[config.mk]
export PLATFORM = sky130hd
export DESIGN_NAME = countdown_timer
export DESIGN_NICKNAME = d
export VERILOG_FILES = /design/src/rtl/timer_pkg.sv /design/src/rtl/tick_prescaler.sv /design/src/rtl/countdown_timer.sv
export SDC_FILE = /design/constraint.sdc
export NUM_CORES = 1
export LEC_CHECK = 0
export ABC_AREA = 1
export BUFFER_PORTS_ARGS = -buffer_cell sky130_fd_sc_hd__buf_2
export CAP_MARGIN = 20
export CORE_MARGIN = 1.5
export CORE_UTILIZATION = 51
export CTS_CLUSTER_SIZE = 30
export DETAILED_ROUTE_END_ITERATION = 6
export PLACE_DENSITY_LB_ADDON = 0.25
export REMOVE_ABC_BUFFERS = 1
export SETUP_SLACK_MARGIN = 0.02
export SYNTH_ARGS = -nofsm -noshare
export SYNTH_HDL_FRONTEND = slang
export SYNTH_SLANG_ARGS = --single-unit
[constraint.sdc]
create_clock -name clk_i -period 5.4 [get_ports clk_i]
set_clock_uncertainty 0.1 [all_clocks]
set_input_delay 0.27 -clock clk_i [delete_from_list [all_inputs] [get_ports clk_i]]
set_output_delay 0.27 -clock clk_i [all_outputs]
set_load 0.005 [all_outputs]
[src/rtl/timer_pkg.sv]
`default_nettype none
// ============================================================================
// Module      : timer_pkg
// Description : Shared definitions for the countdown timer: FSM state
//               encoding and default counter/prescaler widths.
// Revision    : 1.0 - initial release
// ============================================================================
package timer_pkg;

  localparam int unsigned c_DEF_WIDTH       = 32;
  localparam int unsigned c_DEF_PRESC_WIDTH = 8;

  typedef enum logic [1:0] {
    ST_IDLE   = 2'd0,
    ST_RUN    = 2'd1,
    ST_PAUSED = 2'd2
  } state_t;

endpackage : timer_pkg
`default_nettype wire

[src/rtl/tick_prescaler.sv]
`default_nettype none
// ============================================================================
// Module      : tick_prescaler
// Description : Clock divider producing a one-cycle tick every
//               i_prescale+1 counted cycles. The count is held while i_hold
//               is high and restarted from zero by i_clear.
// Ports       : clk, rst     - clock, asynchronous active-high reset
//               i_clear      - restart division from zero
//               i_hold       - freeze the divider (no tick while high)
//               i_prescale   - divide ratio minus one
//               o_tick       - one-cycle tick output
// Revision    : 1.0 - initial release
// ============================================================================
module tick_prescaler #(
  parameter int unsigned WIDTH = 8
) (
  input  logic             clk,
  input  logic             rst,
  input  logic             i_clear,
  input  logic             i_hold,
  input  logic [WIDTH-1:0] i_prescale,
  output logic             o_tick
);

  logic [WIDTH-1:0] r_cnt;
  logic             w_wrap;

  // >= rather than == keeps the divider bounded whatever r_cnt holds.
  assign w_wrap = (r_cnt >= i_prescale);
  assign o_tick = !i_hold && w_wrap;

  always_ff @(posedge clk or posedge rst) begin
    if (rst) begin
      r_cnt <= '0;
    end else if (i_clear) begin
      r_cnt <= '0;
    end else if (!i_hold) begin
      r_cnt <= w_wrap ? '0 : r_cnt + 1'b1;
    end
  end

endmodule : tick_prescaler
`default_nettype wire

[src/rtl/countdown_timer.sv]
`default_nettype none
// ============================================================================
// Module      : countdown_timer
// Description : Programmable countdown timer with one-shot / auto-reload
//               modes, pause, sticky interrupt and overrun flags.
//               Optional feature macro: TIMER_PRESCALER_EN - when defined a
//               tick_prescaler divides the count rate by prescale_i+1
//               (sampled with start_i); otherwise every RUN cycle is a tick.
// Ports       : clk_i, rst_i   - clock, asynchronous active-high reset
//               start_i        - load period_i / periodic_i and run
//               stop_i         - abort countdown without expiry
//               pause_i        - freeze countdown while high
//               periodic_i     - 1 = auto-reload, 0 = one-shot
//               period_i       - countdown length in ticks
//               prescale_i     - tick divider (macro builds only)
//               irq_ack_i      - clears irq_o and overrun_o
//               count_o        - remaining ticks
//               busy_o         - RUN or PAUSED
//               expired_o      - one-cycle expiry pulse
//               irq_o          - sticky expiry flag
//               overrun_o      - sticky expiry-while-irq flag
//               cfg_err_o      - one-cycle pulse on start with period 0
// Revision    : 1.0 - initial release
// ============================================================================
module countdown_timer
  import timer_pkg::*;
#(
  parameter int unsigned WIDTH       = c_DEF_WIDTH,
  parameter int unsigned PRESC_WIDTH = c_DEF_PRESC_WIDTH
) (
  input  logic                   clk_i,
  input  logic                   rst_i,
  input  logic                   start_i,
  input  logic                   stop_i,
  input  logic                   pause_i,
  input  logic                   periodic_i,
  input  logic [WIDTH-1:0]       period_i,
  input  logic [PRESC_WIDTH-1:0] prescale_i,
  input  logic                   irq_ack_i,
  output logic [WIDTH-1:0]       count_o,
  output logic                   busy_o,
  output logic                   expired_o,
  output logic                   irq_o,
  output logic                   overrun_o,
  output logic                   cfg_err_o
);

  localparam logic [WIDTH-1:0] c_ONE = {{(WIDTH-1){1'b0}}, 1'b1};

  state_t           r_state;
  state_t           w_state_nxt;
  logic [WIDTH-1:0] r_count;
  logic [WIDTH-1:0] w_count_nxt;
  logic [WIDTH-1:0] r_period;
  logic             r_periodic;
  logic             r_expired;
  logic             r_irq;
  logic             r_overrun;
  logic             r_cfg_err;

  logic             w_start_ok;
  logic             w_start_bad;
  logic             w_run_cycle;
  logic             w_tick;
  logic             w_expire;

  // stop_i outranks start_i, so a start accompanied by a stop is ignored.
  assign w_start_ok  = start_i && !stop_i && (period_i != '0);
  assign w_start_bad = start_i && !stop_i && (period_i == '0);

  // A cycle may count only when no higher-priority request is present.
  assign w_run_cycle = (r_state == ST_RUN) && !stop_i && !start_i && !pause_i;

`ifdef TIMER_PRESCALER_EN
  logic [PRESC_WIDTH-1:0] r_prescale;

  always_ff @(posedge clk_i or posedge rst_i) begin
    if (rst_i) begin
      r_prescale <= '0;
    end else if (w_start_ok) begin
      r_prescale <= prescale_i;
    end
  end

  tick_prescaler #(
    .WIDTH (PRESC_WIDTH)
  ) u_tick_prescaler (
    .clk        (clk_i),
    .rst        (rst_i),
    .i_clear    (w_start_ok),
    .i_hold     (!w_run_cycle),
    .i_prescale (r_prescale),
    .o_tick     (w_tick)
  );
`else
  logic w_unused_prescale;
  assign w_unused_prescale = ^prescale_i;
  assign w_tick            = w_run_cycle;
`endif

  // Next-state / next-count decode in priority order stop > start > pause > tick.
  always_comb begin
    w_state_nxt = r_state;
    w_count_nxt = r_count;
    w_expire    = 1'b0;
    if (stop_i) begin
      if (r_state != ST_IDLE) begin
        w_state_nxt = ST_IDLE;
        w_count_nxt = '0;
      end
    end else if (start_i) begin
      if (period_i != '0) begin
        w_state_nxt = ST_RUN;
        w_count_nxt = period_i;
      end
    end else if ((r_state == ST_RUN) && pause_i) begin
      w_state_nxt = ST_PAUSED;
    end else if ((r_state == ST_PAUSED) && !pause_i) begin
      w_state_nxt = ST_RUN;
    end else if (w_tick) begin
      if (r_count > c_ONE) begin
        w_count_nxt = r_count - c_ONE;
      end else begin
        // Count of one (zero cannot occur in RUN) ends this period.
        w_expire = 1'b1;
        if (r_periodic) begin
          w_count_nxt = r_period;
        end else begin
          w_count_nxt = '0;
          w_state_nxt = ST_IDLE;
        end
      end
    end
  end

  always_ff @(posedge clk_i or posedge rst_i) begin
    if (rst_i) begin
      r_state <= ST_IDLE;
    end else begin
      r_state <= w_state_nxt;
    end
  end

  always_ff @(posedge clk_i or posedge rst_i) begin
    if (rst_i) begin
      r_count    <= '0;
      r_period   <= '0;
      r_periodic <= 1'b0;
      r_expired  <= 1'b0;
      r_irq      <= 1'b0;
      r_overrun  <= 1'b0;
      r_cfg_err  <= 1'b0;
    end else begin
      r_count   <= w_count_nxt;
      r_expired <= w_expire;
      r_cfg_err <= w_start_bad;
      if (w_start_ok) begin
        r_period   <= period_i;
        r_periodic <= periodic_i;
      end
      // A fresh expiry wins over a same-cycle ack for irq, but the ack
      // still clears any overrun.
      if (w_expire) begin
        r_irq <= 1'b1;
      end else if (irq_ack_i) begin
        r_irq <= 1'b0;
      end
      if (irq_ack_i) begin
        r_overrun <= 1'b0;
      end else if (w_expire && r_irq) begin
        r_overrun <= 1'b1;
      end
    end
  end

  assign count_o   = r_count;
  assign busy_o    = (r_state != ST_IDLE);
  assign expired_o = r_expired;
  assign irq_o     = r_irq;
  assign overrun_o = r_overrun;
  assign cfg_err_o = r_cfg_err;

endmodule : countdown_timer
`default_nettype wire
**Word level (Yosys, flattened, before mapping)**

Cells that the tools add are included.

- Register bits after elaboration: 71
- Logic and storage cells: 67
- Input port bits: 47
- Output and inout port bits: 37

- Muxes and demuxes: 28
- Order comparisons: 1
- Reduce and logical (&&, ||, !) cells: 21
- Equality and inequality tests: 8
- Add/subtract/negate cells: 1

Operators with widths:

| cell | count |
|---|---|
| two-way mux 32 bit | 9 |
| > comparator 32 x 1 -> 1 bit (second input constant) | 1 |
| zero test 32 bit | 1 |
| nonzero test 32 bit | 1 |
| subtractor 32 x 1 -> 32 bit (second input constant) | 1 |
| two-way mux 2 bit | 9 |
| two-way mux 1 bit | 10 |
| AND reduction 5 bit | 2 |
| logical AND 1 bit | 9 |
| inequality test 3 bit (second input constant) | 2 |
| nonzero test 2 bit | 3 |
| inequality test 5 x 3 -> 1 bit (second input constant) | 1 |
| inequality test 5 bit (second input constant) | 1 |
| nonzero test 5 bit | 1 |
| zero test 1 bit | 3 |
| inequality test 3 x 1 -> 1 bit (second input constant) | 1 |
| nonzero test 3 bit | 1 |
| == test 2 x 1 -> 1 bit (second input constant) | 1 |
| == test 2 bit (second input constant) | 1 |
| inequality test 2 x 1 -> 1 bit (second input constant) | 1 |

**Logic depth before layout (Yosys ltp)**

Gate-level depths: netlist (run 1).

- Depth after elaboration: 12
- Depth in mapped cells: 11
- Mapped depth without buffers: 11

**Worst setup path before layout (run 1)**

Ideal clock, no wire load.

- Path type: register to register
- Start: reg r_count[0] (netlist: count_o[0])
- End: reg r_count[8] (netlist: count_o[8])
- Buffers on the path: 1
- Cell stages (with the launch flop): 11
- Data arrival time: 1579 ps
- Period minus slack after synthesis: 1756 ps
- Slack: 3644 ps
- Setup time: 77 ps
- Data required time: 5223 ps
- Path through: dfrtp_1 inv_1 ha_1 o211ai_1 nor2_2 nand2_4 clkinv_2 buf_6 nand2_1 nand3_1 a21oi_1

- Longest elaborated chain between the ends: 7
- Elaborated cells on any way between the ends: 8
- Classes of those cells: add/sub: 1; order compare: 1; mux: 6

Ends and longest elaborated chain:

| item | RTL line | text |
|---|---|---|
| start: declaration | countdown_timer.sv:52 | `logic [WIDTH-1:0] r_count;` |
| start signal: assignment | countdown_timer.sv:154 | `r_count <= w_count_nxt;` |
| subtractor 32 x 1 -> 32 bit / > comparator 32 x 1 -> 1 bit (equally long branches) | countdown_timer.sv:122, countdown_timer.sv:121 |  |
| two-way mux 32 bit * | countdown_timer.sv:121 | `if (r_count > c_ONE) begin` |
| two-way mux 32 bit * | countdown_timer.sv:120 | `end else if (w_tick) begin` |
| two-way mux 32 bit * | countdown_timer.sv:118 | `end else if ((r_state == ST_PAUSED) && !pause_i) begin` |
| two-way mux 32 bit * | countdown_timer.sv:116 | `end else if ((r_state == ST_RUN) && pause_i) begin` |
| two-way mux 32 bit * | countdown_timer.sv:111 | `end else if (start_i) begin` |
| two-way mux 32 bit * | countdown_timer.sv:106 | `if (stop_i) begin` |

Mark *: on every way between the ends. The rest lies on a longest branch, timed or not. The select of a mux whose other input is x is not followed.
A chain may end at the register's enable or synchronous reset.

**Final worst setup path (run 1)**

- Start: in stop_i
- End: reg r_count[2] (netlist: count_o[2])

- Longest elaborated chain between the ends: 6
- Elaborated cells on any way between the ends: 11
- Classes of those cells: eq/ne: 4; mux: 1; reduce/logical: 6

Ends and longest elaborated chain:

| item | RTL line | text |
|---|---|---|
| start: declaration | countdown_timer.sv:34 | `input logic stop_i,` |
| zero test 1 bit | countdown_timer.sv:72 | `assign w_run_cycle = (r_state == ST_RUN) && !stop_i && !start_i && !pause_i;` |
| logical AND 1 bit (3 in a row) | countdown_timer.sv:72 |  |
| nonzero test 3 bit (no line) | -- |  |
| AND reduction 5 bit (no line) | -- |  |

Several ways; a longest one is shown, not always the timed one.

==> results.txt, run 1 <==
Initial DRC count = 325
Num Clock Sinks = 71
Clock root cell = clkbuf_8
Seq/Total Area, Yosys = 0.378
Total track usage = 0.301
Most common cell in the netlist = nand2_1
CTS tree = done
Die span in y = 99.0 um
Die W = 99.0 um
Post-CTS sizing = 0
Post-DP HPWL = 9510 um
CP Buf/Inv Count = 2
Port Buffers = 75
Yosys warnings = 0
Via/cell ratio = 5.52
HP Class = input port to register
Max-Cap Viols = 0
Main area contributors after synthesis = dfrtp_1 38%, nand2_1 22%, a21oi_1 11%, nor2_1 6.4%, nand3_1 6.1%
Final core utilization = 0.602
Share of cells above drive strength 1 = 0.153
Area leader, netlist = dfrtp_1
Critical-path cell list = buf_2, nor2_4, inv_2, nor2_2, nand2_1, a21oi_4, nand2_2, a21oi_1, a21oi_1
Max Clock Freq = 312 MHz
Clk buf depth = 2
Layout filler cell count = 890
Cell Area, Placed = 5110 um^2
Top FF cell, synth = dfrtp_1
Largest stage delay on the critical path = 0.78 ns
Slew headroom = 0.350
Syn_area_per_cell = 6.41 um^2
Inserted Clock Buffers = 9
Residual DRC = 0
Grt total ovfl = 0
CP dominant cell by count = a21oi_1
Gate Count Post-Synth = 734
Area occupied by multi-input gates = 2590 um^2
Seq cells post-synth = 71
Htree depth = 3
Die area = 9800 um^2
Worst setup EP type = register
CP max stage cell = a21oi_4
Post-CTS Setup Inserts = 0
First-pass GRT wire length = 23700 um
Largest delay share family, worst path = simple AND/OR/NAND/NOR gates
Critical path launch point type = input port
Final cell count without fillers = 908
Largest net degree at the start of global routing = 72
Top cells by count, synth = 276 x nand2_1, 99 x a21oi_1, 80 x nor2_1
Layout area overhead = 13.3%
Final instance area = 5330 um^2
ANT cells = 0
Sequential cell area = 1780 um^2
Syn Std Cell Area = 4700 um^2
Post-synth top area share = 0.378
Setup TNS = 0 ns
Total Wirelength = 14000 um
Pleak = 2.68 nW
RSZ-0062 raised after global routing = no
# setup viols final = 0
EDFF count, synth = 0
Final count of hold timing violations = 0
Clk slew on worst S/H paths = 0.08 ns
IO Pins = 84
Max IR drop VDD = 144 uV
Synth cell types = 30
Final ANT Viol Nets = 0
Tightest Pin Transition = 0.972 ns
Data required, critical path = 5.54 ns
Slew Limit Fails = 0
Final nets = 844
Cells after DPL = 891
Initial cell density of the core = 0.531
Critical path class = input port to register
Core ar. = 8850 um^2
FFs w/ async S/R, synth = 1.00
Via count = 5010
Tcrit/Tclk final = 0.593
Drt wl/cell = 15.4 um
PD cells = 338 nW/um^2
Via count of the first global-routing pass = 4930
Initial antenna violation count = 0
Critical Path Fanout Max = 35
Worst Hold Slack = 0.0236 ns
DR pass1 iterations = 5
Site Rows = 34
GPL Wtd Cong = 0.933
Worst-skew pair later-pin latency = 0.36 ns
Final period demand of the worst path = 3.20 ns
Post-CTS Hold Buffers = 0
Status = finished, final reports clean
Worst EP arrival = 3.34 ns
layout by cell type (no fill, tap or decap), types with 2 or more instances in the layout:
master and count:
nand2_1 276, a21oi_1 99, nor2_1 79, buf_2 75, dfrtp_1 71, nand3_1 57, inv_1 49, o21ai_0 16
nor2_2 10, clkbuf_8 10, xor2_1 6, inv_2 5, nand3b_1 5, nand4_1 5, o21bai_1 4, buf_4 4
nor2_4 3, nand2_2 3, clkinv_2 3, o21ai_1 2, nor3_1 2, xnor2_1 2, ha_1 2, clkinv_4 2
metal layers:
layer | track usage | share of wire | up-vias | wire [um]
met4 | 0.111 | 0.019 | 0 | 266
li1 | - | - | 2463 | -
met5 | 0 | 0 | - | 0
met1 | 0.410 | 0.45 | 2332 | 6240
met3 | 0.0482 | 0.061 | 24 | 849
met2 | 0.487 | 0.47 | 191 | 6640
metrics by stage:
step                total power [W]  setup WS, ns
finish                      0.00180          2.20
global route                0.00193          1.92
CTS                         0.00180          2.25
detailed placement          0.00135          1.89
global placement            0.00133          2.04
floorplan                   0.00112         0.618
layout make-up:
cell class | instances | share of cell area
Clock inverter | 5 | 0.0108
Tap cell | 108 | 0.0254
Inverter | 55 | 0.0390
Multi-Input combinational cell | 578 | 0.486
Sequential cell | 71 | 0.333
Clock buffer | 11 | 0.0265
Timing Repair Buffer | 80 | 0.0789
where the power goes:
| part | switching (W) | internal (W) | total, W |
|---|---|---|---|
| clock network | 0.000221 | 0.000226 | 0.000448 |
| registers | 0.000146 | 0.000631 | 0.000778 |
| logic | 0.000350 | 0.000224 | 0.000574 |
| total | 0.000717 | 0.00108 | 0.00180 |
registers in the layout (all words and copies together), names as in the netlist:
signal,flops
overrun_o,1
count_o,32
r_state,2
r_period,32
irq_o,1
r_periodic,1
expired_o,1
cfg_err_o,1
worst register-to-register path, cell delays in order (launching register included):
cell     delay [ns]
dfrtp_1        0.38
inv_1          0.09
nor2_1         0.20
nand2_1        0.14
a21oi_4        0.79
nand2_2        0.64
a21oi_1        0.31
a21oi_1        0.11
kinds of logic (layout without fill, tap and decap cells):
logic type | after synthesis | in the layout | share of synthesized area
AOI/OAI and AO/OA | 124 | 124 | 0.137
xor gates and xnor gates | 8 | 8 | 0.0149
adders and majority gates | 2 | 2 | 0.00532
buffers and inverters | 85 | 151 | 0.0740
DFF | 71 | 71 | 0.378
and+or+nand+nor | 444 | 444 | 0.391
worst paths after layout:
path	to	startpoint	cells after the start	slack (ns)
setup reg to reg	count_o[2]$_DFFE_PP0P_	r_state[0]$_DFFE_PP0P_	7	2.52
setup / recovery	count_o[2]$_DFFE_PP0P_	stop_i	9	2.20
max in group asynchronous	r_period[4]$_DFFE_PP0P_	rst_i	3	4.53
hold / removal	r_periodic$_DFFE_PP0P_	periodic_i	3	0.02
hold reg to reg	r_period[2]$_DFFE_PP0P_	r_period[2]$_DFFE_PP0P_	2	0.38
min in group asynchronous	overrun_o$_DFFE_PP0P_	rst_i	3	0.06
Power figures use the tool's default switching activity.
==> inputs of run 2 (changes only) <==
--- a/config.mk
+++ b/config.mk
@@ -5,7 +5,7 @@
 export SDC_FILE = /design/constraint.sdc
 export NUM_CORES = 1
 export LEC_CHECK = 0
-export ABC_AREA = 1
+export ABC_AREA = 0
 export BUFFER_PORTS_ARGS = -buffer_cell sky130_fd_sc_hd__buf_2
 export CAP_MARGIN = 20
 export CORE_MARGIN = 1.5
==> constraint.sdc (replaced) <==
create_clock -name clk_i -period 3 [get_ports clk_i]
set_clock_uncertainty 0.1 [all_clocks]
set_input_delay 0.15 -clock clk_i [delete_from_list [all_inputs] [get_ports clk_i]]
set_output_delay 0.15 -clock clk_i [all_outputs]
set_load 0.005 [all_outputs]
==> run 2 against run 1 <==
  * Clock-buffer cell count is 1 lower
  * First-iteration DRC count is 20% higher
  * Via count is 15% lower
  * Wire length is 11% lower
  * Synthesized cell count is 35% lower
  * Area after synthesis is 15% lower
  * Sequential cell count stayed put
  * Core utilization is 8.2 points higher
  * Die area is 14% lower
  * Non-clock buffer count is 62 higher
  * Sequential share of layout area is 0.41 points higher
==> results.txt, run 2 <==
Status = finished, final reports clean
Die span in y = 91.8 um
Critical Path Fanout Max = 22
Top cells by count, synth = 112 x nand2_1, 71 x dfrtp_1, 34 x nor2_1
Layout area overhead = 30.9%
CTS tree = done
Worst-skew pair later-pin latency = 0.36 ns
# setup viols final = 0
Area leader, netlist = dfrtp_1
Die W = 91.8 um
Total track usage = 0.311
PD cells = 652 nW/um^2
Grt total ovfl = 0
Worst setup EP type = register
Yosys warnings = 0
Clk buf depth = 2
Data required, critical path = 3.15 ns
CP dominant cell by count = or4b_4
Final period demand of the worst path = 2.91 ns
Pleak = 2.46 nW
Main area contributors after synthesis = dfrtp_1 44%, nand2_1 10%, o21ai_0 3.4%, nor2_1 3.2%, nor4_1 2.8%
Largest net degree at the start of global routing = 72
GPL Wtd Cong = 0.900
Seq/Total Area, Yosys = 0.442
Site Rows = 32
Drt wl/cell = 17.6 um
IO Pins = 84
Initial antenna violation count = 0
Critical-path cell list = or4_4, or4b_4, or4b_4, and4_4, a221oi_2, o2bb2ai_1
Residual DRC = 0
First-pass GRT wire length = 20500 um
Final count of hold timing violations = 0
Layout filler cell count = 663
Most frequent cells in the layout = 111 x nand2_1, 75 x buf_2, 71 x dfrtp_1
Synth cell types = 60
Via count of the first global-routing pass = 4147
Syn_area_per_cell = 8.45 um^2
Inserted Clock Buffers = 9
Final instance area = 5260 um^2
DR pass1 iterations = 6
Final ANT Viol Nets = 0
Initial DRC count = 391
ANT cells = 0
CP max stage cell = or4b_4
Num Clock Sinks = 71
Clk slew on worst S/H paths = 0.08 ns
Slew headroom = 0.388
Die area = 8420 um^2
Seq cells post-synth = 71
Commonest non-fill, non-tap cell in the layout = nand2_1
Clock root cell = clkbuf_8
Initial cell density of the core = 0.523
Syn Std Cell Area = 4020 um^2
Most common cell in the netlist = nand2_1
Port Buffers = 75
Via/cell ratio = 6.03
RSZ-0062 raised after global routing = yes
Critical path launch point type = register
Max Clock Freq = 343 MHz
Max-Cap Viols = 0
Share of cells above drive strength 1 = 0.243
Critical path class = register to register
Final nets = 648
Max IR drop VDD = 340 uV
HP Class = input port to register
Final cell count without fillers = 706
Via count = 4256
Worst EP arrival = 3.06 ns
Core ar. = 7690 um^2
Cell Area, Placed = 4650 um^2
Sequential cell area = 1780 um^2
Tightest Pin Transition = 0.918 ns
Post-DP HPWL = 8320 um
Area occupied by multi-input gates = 2110 um^2
Htree depth = 3
Cells after DPL = 655
EDFF count, synth = 0
Largest stage delay on the critical path = 0.71 ns
FFs w/ async S/R, synth = 1.00
Gate Count Post-Synth = 476
Post-synth top area share = 0.442
Top FF cell, synth = dfrtp_1
Total Wirelength = 12400 um
Tcrit/Tclk final = 0.971
Slew Limit Fails = 0
[run 2: what timing repair did]
item | 4_1_cts | 5_1_grt
hold buffers | 35 | 0
hold endpoints to repair | 68 | 0
setup endpoints to repair | 0 | 6
gates resized for setup | 0 | 3
setup buffers | 0 | 0
[run 2: report_power, final]
group	internal, W	switching (W)
clock network	0.000572	0.000383
registers	0.00114	0.000227
logic	0.000513	0.000596
[run 2: kinds of logic after synthesis]
family          Yosys count  share of synthesized area
mux                       2                    0.00529
fa+ha+maj                 3                    0.00871
xor+xnor                 14                     0.0305
flops                    71                      0.442
simple gates            239                      0.287
buf+inv                  35                     0.0358
compound gates          112                      0.190
[run 2: path summary, 6_finish.rpt]
check | start | end | slack (ns) | cells past startpoint
setup / recovery | count_o[11]$_DFFE_PP0P_ | count_o[20]$_DFFE_PP0P_ | 0.09 | 6
hold / removal | period_i[30] | r_period[30]$_DFFE_PP0P_ | 0.06 | 3
setup reg to reg | count_o[11]$_DFFE_PP0P_ | count_o[20]$_DFFE_PP0P_ | 0.09 | 6
hold reg to reg | r_period[2]$_DFFE_PP0P_ | r_period[2]$_DFFE_PP0P_ | 0.37 | 2
max in group asynchronous | rst_i | count_o[7]$_DFFE_PP0P_ | 1.69 | 4
min in group asynchronous | rst_i | r_period[16]$_DFFE_PP0P_ | 0.50 | 4
[run 2: worst max-delay path, delay by kind of cell, from the launching register on]
kind            cells  cell delay (ns)
flops               1             0.38
compound gates      2             0.26
simple gates        4             2.05
[run 2: final cells by class]
type / instances / area share
clock buffer: 10 / 0.0262
clock inverter: 6 / 0.0204
inverter: 5 / 0.00357
multi-input combinational: 370 / 0.401
sequential: 71 / 0.338
tap: 102 / 0.0243
timing repair buffer: 142 / 0.187
[run 2: per-layer routing]
layer	wire length (um)	GRT usage	up-vias
met5	0	0	-
met2	5790	0.482	235
met4	224	0.118	0
li1	-	-	1978
met3	1120	0.0821	26
met1	5270	0.418	2017
[run 2: through the flow]
step / worst slack, ns / TNS [ns] / total power [W] / hold slack, ns / utilization
2_1_floorplan: -0.460 / -10.14 / 0.00193 / 0.116 / -
3_3_place_gp: 0.141 / 0 / 0.00239 / 0.220 / 0.605
3_5_place_dp: 0.117 / 0 / 0.00243 / 0.223 / 0.605
4_1_cts: 0.113 / 0 / 0.00342 / 0.0534 / 0.683
5_1_grt: 0.00583 / 0 / 0.00362 / 0.0678 / 0.685
6_report: 0.0879 / 0 / 0.00343 / 0.0639 / 0.685
